### src/rtl/alt_mem_ddrx_id_pool.sv
// Multi-port free-ID pool: circular free list with one get port and
// several put ports, allocation tracking and a sticky illegal-put flag.
module alt_mem_ddrx_id_pool #(
  parameter int    CTL_LIST_WIDTH      = 3,
  parameter int    CTL_LIST_DEPTH      = 8,
  parameter int    CTL_PUT_PORTS       = 2,
  parameter string CTL_LIST_INIT_VALID = "VALID"
) (
  input  logic                                   ctl_clk,
  input  logic                                   ctl_reset_n,
  input  logic                                   list_get_entry_ready,
  output logic                                   list_get_entry_valid,
  output logic [CTL_LIST_WIDTH-1:0]              list_get_entry_id,
  output logic [CTL_LIST_DEPTH-1:0]              list_get_entry_id_vector,
  input  logic [CTL_PUT_PORTS-1:0]               list_put_entry_valid,
  input  logic [CTL_PUT_PORTS*CTL_LIST_WIDTH-1:0] list_put_entry_id,
  output logic [CTL_LIST_WIDTH:0]                list_free_count,
  output logic [CTL_LIST_DEPTH-1:0]              list_alloc_vector,
  input  logic                                   list_err_clear,
  output logic                                   list_err_put
);

  localparam int W  = CTL_LIST_WIDTH;
  localparam int D  = CTL_LIST_DEPTH;
  localparam int P  = CTL_PUT_PORTS;
  localparam int CW = W + 1;
  localparam int PW = (D > 1) ? $clog2(D) : 1;
  localparam bit INIT_FULL = (CTL_LIST_INIT_VALID == "VALID");

  logic [W-1:0]  mem [D];
  logic [PW-1:0] rd_ptr;
  logic [PW-1:0] wr_ptr;
  logic [CW-1:0] count;
  logic [D-1:0]  alloc;
  logic          err;

  logic [W-1:0]  put_id   [P];
  logic [PW-1:0] put_slot [P];
  logic [P-1:0]  put_ok;
  logic [W-1:0]  head;
  logic          get_fire;
  logic          owned;
  logic          dup;
  logic          err_hit;
  int            nacc;
  logic [D-1:0]  alloc_nxt;
  logic [CW-1:0] count_nxt;
  logic [PW-1:0] wr_ptr_nxt;
  logic [PW-1:0] rd_ptr_nxt;

  // Pointer math is modulo DEPTH; n never exceeds DEPTH so one fold suffices
  function automatic logic [PW-1:0] wrap_add(
    input logic [PW-1:0] b,
    input int            n
  );
    int s;
    s = int'(b) + n;
    if (s >= D) s = s - D;
    return PW'(s);
  endfunction

  always_comb begin
    head      = mem[rd_ptr];
    get_fire  = (count != '0) && list_get_entry_ready;
    alloc_nxt = alloc;
    nacc      = 0;
    err_hit   = 1'b0;
    owned     = 1'b0;
    dup       = 1'b0;
    put_ok    = '0;
    for (int i = 0; i < D; i++) begin
      if (get_fire && head == W'(i)) alloc_nxt[i] = 1'b1;
    end
    for (int p = 0; p < P; p++) begin
      put_id[p] = list_put_entry_id[p*W +: W];
      owned = 1'b0;
      for (int i = 0; i < D; i++) begin
        if (put_id[p] == W'(i)) owned = alloc[i];
      end
      dup = 1'b0;
      for (int q = 0; q < p; q++) begin
        if (list_put_entry_valid[q] && put_id[q] == put_id[p]) dup = 1'b1;
      end
      put_ok[p]   = list_put_entry_valid[p] && owned && !dup;
      put_slot[p] = wrap_add(wr_ptr, nacc);
      if (put_ok[p]) begin
        nacc = nacc + 1;
        for (int i = 0; i < D; i++) begin
          if (put_id[p] == W'(i)) alloc_nxt[i] = 1'b0;
        end
      end
      if (list_put_entry_valid[p] && !put_ok[p]) err_hit = 1'b1;
    end
    wr_ptr_nxt = wrap_add(wr_ptr, nacc);
    rd_ptr_nxt = get_fire ? wrap_add(rd_ptr, 1) : rd_ptr;
    count_nxt  = CW'(int'(count) - (get_fire ? 1 : 0) + nacc);
  end

  always_ff @(posedge ctl_clk or negedge ctl_reset_n) begin
    if (!ctl_reset_n) begin
      for (int i = 0; i < D; i++) begin
        mem[i] <= INIT_FULL ? W'(i) : '0;
      end
      rd_ptr <= '0;
      wr_ptr <= '0;
      count  <= INIT_FULL ? CW'(D) : '0;
      alloc  <= INIT_FULL ? '0 : '1;
      err    <= 1'b0;
    end else begin
      for (int p = 0; p < P; p++) begin
        if (put_ok[p]) mem[put_slot[p]] <= put_id[p];
      end
      rd_ptr <= rd_ptr_nxt;
      wr_ptr <= wr_ptr_nxt;
      count  <= count_nxt;
      alloc  <= alloc_nxt;
      err    <= (err && !list_err_clear) || err_hit;
    end
  end

  always_comb begin
    list_get_entry_id_vector = '0;
    for (int i = 0; i < D; i++) begin
      if (count != '0 && head == W'(i)) list_get_entry_id_vector[i] = 1'b1;
    end
  end

  assign list_get_entry_valid = (count != '0);
  assign list_get_entry_id    = head;
  assign list_free_count      = count;
  assign list_alloc_vector    = alloc;
  assign list_err_put         = err;

endmodule

### config.mk
export PLATFORM = sky130hd
export DESIGN_NAME = alt_mem_ddrx_id_pool
export DESIGN_NICKNAME = d
export VERILOG_FILES = /design/src/rtl/alt_mem_ddrx_id_pool.sv
export SDC_FILE = /design/constraint.sdc
export NUM_CORES = 1
export LEC_CHECK = 0
export CORE_MARGIN = 1.5
export CORE_UTILIZATION = 55
export CTS_CLUSTER_DIAMETER = 50
export CTS_CLUSTER_SIZE = 25
export DETAILED_ROUTE_END_ITERATION = 16
export DONT_BUFFER_PORTS = 1
export GPL_TIMING_DRIVEN = 0
export PLACE_DENSITY = 0.73
export SLEW_MARGIN = 30
export SYNTH_ARGS = -nofsm -noshare
export SYNTH_HDL_FRONTEND = slang
export SYNTH_SLANG_ARGS = --single-unit
### constraint.sdc
create_clock -name ctl_clk -period 2.9 [get_ports ctl_clk]
set_clock_uncertainty 0.05 [all_clocks]
set_input_delay 0.435 -clock ctl_clk [delete_from_list [all_inputs] [get_ports ctl_clk]]
set_output_delay 0.435 -clock ctl_clk [all_outputs]
set_load 0.03 [all_outputs]
# Yosys cells after proc, flatten, opt, wreduce, memory -nomap -nowiden
# Index checks and enable logic that the tools add are counted.
# Widths: inputs -> output; s select.
# totals
latchBits,0
wordCells,163
ram_bits,0
mem_bits_ro,0
regBits,43
output_inout_bits,25
memories,0
input_bits,12
# op_classes
n_eq_ne,22
n_mux,71
div_mod_pow,0
bitwise,3
n_lt_le_gt_ge,9
shifts,0
n_mul,0
add_sub_neg,10
n_reduce_logical,35
# op_table
cell,n
$mux 1,53
$bwmux 24,2
$mux 24,2
$eq 3x3->1 const B,12
$add 32x2->32 const B,1
$add 4x32->32,1
$ge 32x5->1 const B,1
$mux 32,1
$logic_and 1x1->1,26
$mux 3,8
$ge 4x4->1 const B,5
$demux 3 s3,2
$eq 3x2->1 const B,6
$mux 8,2
$not 3->4,3
$sub 3x1->3 const B,4
$bmux 3 s3,1
$eq 3x1->1 const B,3
$logic_not 3->1,3
$lt 4x1->1 const B,2
$add 3x1->4,1
$add 3x1->4 const B,1
$add 4x4->4,1
$ge 3x4->1 const B,1
5 further kinds,8

# Longest topological paths before layout
# Gate-level depths: netlist (run 1).
# depth
depth_word,21
depth_mapped,14
mapped_depth_nobuf,12

# Worst setup path before layout (run 1)
# Ideal clock, no wire load.
# synth_path
path_kind,reg-to-reg
start,"reg alloc[1], in the netlist list_alloc_vector[1]"
end,reg mem[17] in the netlist's numbering
t_arrival_ns,3.050
setup_time_ns,0.082
n_path_buf,1
setup_slack_ns,-0.282
path_stages_with_launch,13
required_time_ns,2.768
cell_sequence,dfrtp_1 -> and2b_1 -> o21a_1 -> o311ai_4 -> buf_2 -> inv_1 -> ha_1 -> ha_1 -> xnor2_1 -> nand2_1 -> a211o_1 -> or3_1 -> a31oi_1
# synth_between
elab_chain_cells,19
word_cells_on_any_way,31
classes_between,add/sub (2); order compare (3); mux (21); bitwise (1); reduce/logical (4)
# synth_rtl
item,line_no,source
from (decl),34,logic [D-1:0] alloc;
from (signal assigned),107,alloc <= INIT_FULL ? '0 : '1;
from (signal assigned),116,alloc <= alloc_nxt;
$mux 1 (7 in series),78,if (put_id[p] == W'(i)) owned = alloc[i];
$logic_and 1x1->1,84,put_ok[p] = list_put_entry_valid[p] && owned && !dup;
$mux 1,86,if (put_ok[p]) begin
$add 3x1->4,57,s = int'(b) + n;
$ge 4x4->1 / $sub 3x1->3 (equally long branches),58,if (s >= D) s = s - D;
$mux 3,58,
$not 3->4 (implied by the code),111,if (put_ok[p]) mem[put_slot[p]] <= put_id[p];
$ge 4x4->1 (implied by the code) / $lt 4x1->1 (equally long branches),111,
$logic_and 1x1->1 (implied by the code),111,
$mux 3 (implied by the code),111,
$demux 3 s3,111,
$bwmux 24,111,
$mux 24 *,111,
"to (signal, indexed assignment)",102,mem[i] <= INIT_FULL ? W'(i) : '0;
"to (signal, indexed assignment)",111,
to (decl),30,logic [W-1:0] mem [D];
# Mark *: on every way between the ends. The rest lies on a longest branch, timed or not.
# A chain may end at the register's enable or synchronous reset.

# Worst setup path after layout (run 1)
# layout_path
start,"reg alloc[1], in the netlist list_alloc_vector[1]"
end,reg mem[14] in the netlist's numbering
# The elaborated chain is that of the path after synthesis.

==> results of run 1 <==
-- per-stage QoR --
stage | utilization | hold slack [ns]
global placement | 0.6002 | 0.09069
floorplan | - | 0.08941
finish | 0.6916 | 0.2192
global route | 0.6916 | 0.2265
CTS | 0.6498 | 0.2255
detailed placement | 0.6002 | 0.09132
-- report_power, final --
group	internal, mW	switching (mW)	total (mW)
logic	1.16	1.93	3.09
registers	0.984	0.487	1.47
clock network	0.170	0.223	0.393
total	2.32	2.64	4.96
-- metal layers --
layer	track usage	up-vias
met5	0	-
met4	0.08596	0
met3	0.09195	37
met2	0.5188	237
met1	0.4409	1514
li1	-	1362
-- synth_stat cells (7+ instances only) --
cell,n
sky130_fd_sc_hd__or3_1,25
sky130_fd_sc_hd__buf_2,11
sky130_fd_sc_hd__a21oi_1,11
sky130_fd_sc_hd__dfrtp_1,30
sky130_fd_sc_hd__o21ai_0,9
sky130_fd_sc_hd__dfstp_2,13
sky130_fd_sc_hd__ha_1,11
sky130_fd_sc_hd__inv_1,20
sky130_fd_sc_hd__a31oi_1,24
sky130_fd_sc_hd__nor2b_1,7
sky130_fd_sc_hd__nand2_1,20
sky130_fd_sc_hd__xnor2_1,8
sky130_fd_sc_hd__clkbuf_1,13
sky130_fd_sc_hd__o31ai_1,19
sky130_fd_sc_hd__nor4_1,25
sky130_fd_sc_hd__nor2_1,22
-- final cells by class --
cell class	count	share of cell area
plain buffers	30	0.04479
clock buffers	7	0.01980
clock inverters	1	0.001298
inverters	21	0.02110
multi-input cells	254	0.5628
flip-flops and latches	43	0.2859
well taps	72	0.02337
repair buffers	18	0.04090
-- how the worst min path moves through the flow --
stage | from | endpoint | slack, ns | cells after the start
final | list_put_entry_valid[0] | list_err_put$_DFF_PN0_ | 0.22 | 2
after global routing | list_put_entry_valid[0] | list_err_put$_DFF_PN0_ | 0.23 | 2
after CTS | list_put_entry_valid[0] | list_err_put$_DFF_PN0_ | 0.23 | 2
after detailed placement | ctl_reset_n | mem[17]$_DFF_PN0_ | 0.09 | 0
after global placement | ctl_reset_n | mem[17]$_DFF_PN0_ | 0.09 | 0
after floorplan | ctl_reset_n | list_alloc_vector[0]$_DFF_PN0_ | 0.09 | 0
-- sequential cells by signal, summed over array words and instances, names as in the netlist --
register	flops
list_alloc_vector	8
list_free_count	4
rd_ptr	3
wr_ptr	3
mem	24
list_err_put	1
-- what timing repair did --
action	in CTS	in global routing
buffers inserted	8	8
gates cloned	0	0
setup endpoints to repair	31	33
hold buffers	2	0
pin swaps	9	12
gates resized for setup	28	30
hold endpoints to repair	43	0
-- logic make-up after synthesis --
family | share of synthesized area
simple gates | 0.2156
fa+ha+maj | 0.05556
xor+xnor | 0.02739
buf+inv | 0.07511
flops | 0.3416
mux | 0.07942
compound gates | 0.2054
==> key figures, run 1 <==
Run status
  – Status: finished, violations left
  – Violated checks: negative setup slack

GRT
  – Antenna violations before repair: 0
  – Pin count of the biggest net entering global routing: 44
  – Number of global-route vias before repair: 2945
  – Global-route usage over all layers: 0.3275
  – Wire length of the first global-routing pass: 15480 µm
  – Total overflow reported by the global router: 0

Power and ir drop
  – Total chip power: roughly 5 mW
  – Maximum ir drop on the vdd rail: 906.9 µV
  – Static leakage power: 1.382 nW
  – Power density over cell area: 1286 nW/µm²

Setup path
  – CP Data Required Time: 3.07 ns
  – Critical Path Max Stage Delay: a little over 0.5 ns
  – Cell repeated most along the worst path: sky130_fd_sc_hd__ha_4
  – Total number of cells along the worst setup path: 12
  – Startpoint of the most critical register-to-register path: list_alloc_vector[1]$_DFF_PN0_
  – CP Capture Point: mem[14]$_DFF_PN0_
  – Setup crit start kind: flip-flop
  – Setup slack of the most critical reg-to-reg path: -0.14 ns
  – Highest-delay cell along the critical path: sky130_fd_sc_hd__dfrtp_2
  – Data arrival time of the critical path: roughly 3.2 ns
  – Crit path buffers/inverters: 3
  – Cell class contributing the biggest share of worst-path delay: compound AO/OA/AOI/OAI gates
  – Cell-by-cell listing of the critical path: and2b_1 -> o21a_1 -> o311ai_4 -> buf_6 -> inv_4 -> ha_4 -> ha_4 -> xnor2_4 -> buf_4 -> o2111ai_4 -> or3_4 -> a31oi_1
  – RR Endpoint: mem[14]$_DFF_PN0_
  – Critical path fanouts, max: 4
  – Capturing element type of the critical path: flip-flop
  – Startpoint of the worst setup timing path: list_alloc_vector[1]$_DFF_PN0_
  – Depth of the worst register-to-register path: 12
  – Crit Path Category: flip-flop to flip-flop

Placed design
  – Last weighted congestion value of the routability-driven placer: roughly 0.93
  – Number of buffers inserted by port buffering: 0
  – Detailed placer's ending HPWL: 6741 µm
  – Place WS: -0.4899 ns
  – Number of placed instances, taps included: approximately 420
  – Area after detailed placement: roughly 3300 µm²

Timing
  – Max Slew Vio Count: 0
  – Setup violation total in the final timing report: 16
  – Final number of hold-violating endpoints: 0
  – Least-Margin Pin Slew: a little under 0.7 ns
  – RSZ-0062 raised after global routing: yes
  – Min Clock Period, post-route: 3.039 ns
  – Timing-limited maximum frequency: around 330 MHz
  – Worst slew slack as a fraction of its limit: 0.5419
  – Final worst-path cycle share: 1.048
  – Post-route setup slack: -0.1389 ns
  – Total Neg Setup Slack: -1.239 ns

Synth
  – Biggest area contributors in the synthesized netlist: sky130_fd_sc_hd__dfrtp_1, sky130_fd_sc_hd__dfstp_2, sky130_fd_sc_hd__nor4_1, sky130_fd_sc_hd__or3_1, sky130_fd_sc_hd__a31oi_1
  – Total number of yosys warnings: 0
  – Synthesized area per cell: approximately 9 µm²
  – Cells after Synth: 349
  – Fraction of synthesized cell area taken by the top area cell type: 0.2347
  – Sequential share of the synthesized area: 0.3415
  – Share of synthesized flip-flops with an asynchronous set or reset: 1.000
  – Number of enable-type register cells in the synthesized netlist: 0
  – Post-Syn Nets: 374
  – Library cell occupying the most area in the post-synthesis netlist: sky130_fd_sc_hd__dfrtp_1
  – Most used flip-flop cell after synthesis: sky130_fd_sc_hd__dfrtp_1
  – Flip-flop and latch count after synthesis: 43
  – Summed instance area of the synthesized netlist: 3198 µm²
  – Number of distinct library cells after synthesis: 56

Final layout
  – Number of nets at the end of the flow: 398
  – Cell Count, Final, Fillers Out: 446
  – Most common library cell in the layout ignoring fill and taps: sky130_fd_sc_hd__nor4_1
  – FILL cells: 426
  – Fraction of layout cells with a size suffix above 1: 0.3262
  – Total area of multi-input combinational cells: 2170 µm²
  – N_diodes: 0
  – Syn-to-layout area delta: 20.54%
  – Post-route cell area: approximately 3900 µm²
  – Highest-count cells in the layout ignoring fill and taps: sky130_fd_sc_hd__nor4_1, sky130_fd_sc_hd__dfrtp_1, sky130_fd_sc_hd__buf_4, sky130_fd_sc_hd__nand2_1, sky130_fd_sc_hd__o31ai_1
  – Area of all sequential standard cells: 1102 µm²

Clock network
  – H-tree Lvls: 2
  – Root buffer cell: sky130_fd_sc_hd__clkbuf_8
  – TritonCTS Sinks: 43
  – Clock Tree Buf Depth: 2
  – Register clock-pin slew on the reported worst setup and hold paths: 0.09 ns
  – Number of buffers created by CTS: 5
  – TritonCTS clock tree: built
  – Worst-skew pair later-pin latency: approximately 0.3 ns

Detailed routing
  – DRT iter0 DRCs: between 400 and 500
  – Vias: 3150
  – Count of nets left with antenna violations after detail routing: 0
  – Detailed-route vias per instance: just over 7
  – Met2 Routed Length: between 4000 and 5000 µm
  – Routed wirelength normalized by instance count: 22.83 µm
  – Final WL: roughly 10000 µm
  – Highest metal layer used by the detailed router: met4
  – Total routed wire length on the met1 layer: 4057 µm
  – DRC violation count after routing: 0
  – Length of routed met3 wiring: 1187 µm
  – First-pass iteration count of the detailed router: 5

Die
  – IO Pins: 37
  – Chip Width: 79.26 µm
  – Starting Density: 0.5737
  – Core area: 5574 µm²
  – Die Area: 6281 µm²
  – Cell row count: 27
  – Die outline height: 79.26 µm

Flow run
  – Max Cap Violations: 0

Hold path
  – HP Class: primary input to flip-flop
Note: power is estimated with default switching activity, not from simulation.
==> run 2: changes to the inputs <==
--- a/config.mk
+++ b/config.mk
@@ -12,7 +12,7 @@
 export DETAILED_ROUTE_END_ITERATION = 16
 export DONT_BUFFER_PORTS = 1
 export GPL_TIMING_DRIVEN = 0
-export PLACE_DENSITY = 0.73
+export PLACE_DENSITY_LB_ADDON = 0.25
 export SLEW_MARGIN = 30
 export SYNTH_ARGS = -nofsm -noshare
 export SYNTH_HDL_FRONTEND = slang
==> key figures, run 2 (synthesized netlist as in run 1, its figures left out) <==
Run status
  – Violated checks: negative setup slack (unchanged)
  – Status: finished, violations left (unchanged)

Detailed routing
  – DRC violation count after routing: 0 (unchanged)
  – DRT iter0 DRCs: 546 (was 404)
  – Routed wirelength normalized by instance count: 23.39 µm (was 22.83 µm)
  – Final WL: 10460 µm (was 10180 µm)
  – Detailed-route vias per instance: 7.105 (was 7.063)
  – First-pass iteration count of the detailed router: 5 (unchanged)
  – Count of nets left with antenna violations after detail routing: 0 (unchanged)
  – Vias: 3176 (was 3150)

Clock network
  – TritonCTS Sinks: 43 (unchanged)
  – Number of buffers created by CTS: 5 (unchanged)
  – Clock Tree Buf Depth: 2 (unchanged)
  – Root buffer cell: sky130_fd_sc_hd__clkbuf_8 (unchanged)
  – H-tree Lvls: 2 (unchanged)
  – Register clock-pin slew on the reported worst setup and hold paths: 0.09 ns (about the same)
  – TritonCTS clock tree: built (unchanged)
  – Worst-skew pair later-pin latency: 0.31 ns (was 0.30 ns)

Setup path
  – CP Data Required Time: 3.08 ns (was 3.07 ns)
  – Capturing element type of the critical path: flip-flop (unchanged)
  – Critical path fanouts, max: 4 (unchanged)
  – Crit Path Category: flip-flop to flip-flop (unchanged)
  – Data arrival time of the critical path: 3.16 ns (was 3.21 ns)
  – Setup crit start kind: flip-flop (unchanged)

Timing
  – Timing-limited maximum frequency: 335.7 MHz (was 329.1 MHz)
  – Least-Margin Pin Slew: 0.7218 ns (was 0.6871 ns)
  – Final worst-path cycle share: 1.027 (was 1.048)
  – Setup violation total in the final timing report: 12 (was 16)
  – Final number of hold-violating endpoints: 0 (unchanged)
  – Min Clock Period, post-route: 2.979 ns (was 3.039 ns)
  – Worst slew slack as a fraction of its limit: 0.5147 (was 0.5419)
  – Post-route setup slack: -0.07880 ns (was -0.1389 ns)
  – Total Neg Setup Slack: -0.4488 ns (was -1.239 ns)
  – RSZ-0062 raised after global routing: yes (unchanged)
  – Max Slew Vio Count: 0 (unchanged)

GRT
  – Antenna violations before repair: 0 (unchanged)
  – Global-route usage over all layers: 0.3206 (was 0.3275)
  – Total overflow reported by the global router: 0 (unchanged)
  – Number of global-route vias before repair: 2900 (was 2945)
  – Pin count of the biggest net entering global routing: 44 (unchanged)
  – Wire length of the first global-routing pass: 15250 µm (was 15480 µm)

Die
  – Cell row count: 27 (unchanged)
  – Starting Density: 0.5737 (unchanged)
  – Chip Width: 79.26 µm (unchanged)
  – Die Area: 6281 µm² (unchanged)
  – Core area: 5574 µm² (unchanged)
  – Die outline height: 79.26 µm (unchanged)
  – IO Pins: 37 (unchanged)

Final layout
  – N_diodes: 0 (unchanged)
  – Cell Count, Final, Fillers Out: 447 (was 446)
  – Highest-count cells in the layout ignoring fill and taps: sky130_fd_sc_hd__nor4_1, sky130_fd_sc_hd__dfrtp_1, sky130_fd_sc_hd__buf_4, sky130_fd_sc_hd__a31oi_1 (was sky130_fd_sc_hd__nor4_1, sky130_fd_sc_hd__dfrtp_1, sky130_fd_sc_hd__buf_4, sky130_fd_sc_hd__nand2_1, sky130_fd_sc_hd__o31ai_1)
  – Top reg by flops: mem (unchanged)
  – Flip-flop count of the largest register after layout: 24 (unchanged)
  – FILL cells: 377 (was 426)
  – Syn-to-layout area delta: 23.16% (was 20.54%)
  – Number of nets at the end of the flow: 399 (was 398)
  – Fraction of layout cells with a size suffix above 1: 0.3387 (was 0.3262)

Hold path
  – HP Class: primary input to flip-flop (unchanged)

Placed design
  – Detailed placer's ending HPWL: 6626 µm (was 6741 µm)
  – Number of buffers inserted by port buffering: 0 (unchanged)
  – Number of placed instances, taps included: 421 (unchanged)
  – Place WS: -0.5577 ns (was -0.4899 ns)
  – Last weighted congestion value of the routability-driven placer: 0.9690 (was 0.9343)

Power and ir drop
  – Power density over cell area: 1325 nW/µm² (was 1286 nW/µm²)
  – Static leakage power: 1.411 nW (was 1.382 nW)
  – Maximum ir drop on the vdd rail: 996.1 µV (was 906.9 µV)

Flow run
  – Max Cap Violations: 0 (unchanged)
==> run 2: cell types whose count changed in the layout (fill, tap and decap cells not counted), sizes merged <==
| cell | change |
|---|---|
| clkbuf | -1 |
| clkinvlp | +1 |
| bufinv | +1 |
| inv | -1 |
| buf | +1 |
==> run 2: report_power, final <==
part	total (mW)	switching [mW]	internal [mW]
Clock	0.509	0.230	0.279
Combinational	3.23	1.99	1.24
Sequential	1.48	0.496	0.984
Total	5.22	2.72	2.50
==> run 2: critical path, cell delays in order, from the launching register on <==
cell                       delay, ns
sky130_fd_sc_hd__dfrtp_2        0.51
sky130_fd_sc_hd__and2b_1        0.19
sky130_fd_sc_hd__o21a_1         0.20
sky130_fd_sc_hd__o311ai_4       0.29
sky130_fd_sc_hd__buf_6          0.15
sky130_fd_sc_hd__inv_4          0.04
sky130_fd_sc_hd__ha_4           0.15
sky130_fd_sc_hd__ha_4           0.19
sky130_fd_sc_hd__xor2_4         0.23
sky130_fd_sc_hd__nand2_1        0.09
sky130_fd_sc_hd__a211o_1        0.27
sky130_fd_sc_hd__or3_4          0.37
sky130_fd_sc_hd__a31oi_4        0.17
==> run 2: final timing paths <==
path                       cells after the start                           start                endpoint  slack (ns)
hold reg to reg                                2               mem[16]$_DFF_PN1_       mem[16]$_DFF_PN1_        0.47
setup reg to reg                              12  list_alloc_vector[1]$_DFF_PN0_        mem[3]$_DFF_PN0_       -0.08
setup / recovery                              12  list_alloc_vector[1]$_DFF_PN0_        mem[3]$_DFF_PN0_       -0.08
hold / removal                                 2         list_put_entry_valid[1]  list_err_put$_DFF_PN0_        0.22
min in group asynchronous                      2                     ctl_reset_n       mem[19]$_DFF_PN0_        0.61
max in group asynchronous                      2                     ctl_reset_n        mem[5]$_DFF_PN1_        1.90
==> run 2: metal layers <==
metal | global-route usage | part of all wire
met5 | 0 | 0
met4 | 0.08947 | 0.039
met3 | 0.06897 | 0.12
met2 | 0.5068 | 0.48
met1 | 0.4439 | 0.37
==> run 2: cell type report <==
type	instances	area [µm²]	area share
plain buffers	29	161.4	0.04098
repair buffers	20	176.4	0.04479
inverters	21	90.09	0.02287
well taps	72	90.09	0.02287
multi-input cells	254	2201	0.5588
flip-flops and latches	43	1102	0.2799
clock buffers	6	82.58	0.02097
clock inverters	2	35.03	0.008895
==> run 2: repair_timing <==
action,CTS,global route
hold buffers,2,0
gates resized for setup,32,32
gates cloned,0,0
buffers inserted,10,8
endpoints found under the setup margin,31,33
hold endpoints to repair,43,0
pin swaps,10,15
==> run 2: metrics by stage <==
| step | hold WS [ns] | util | area (µm²) | total power [mW] |
|---|---|---|---|---|
| after floorplan | 0.08941 | - | 3256 | 3.382 |
| after detailed placement | 0.09147 | 0.6002 | 3346 | 3.945 |
| after global routing | 0.2551 | 0.7066 | 3939 | 5.476 |
| after global placement | 0.09124 | 0.6002 | 3346 | 3.871 |
| final | 0.2163 | 0.7066 | 3939 | 5.219 |
| after CTS | 0.2268 | 0.6626 | 3694 | 4.759 |
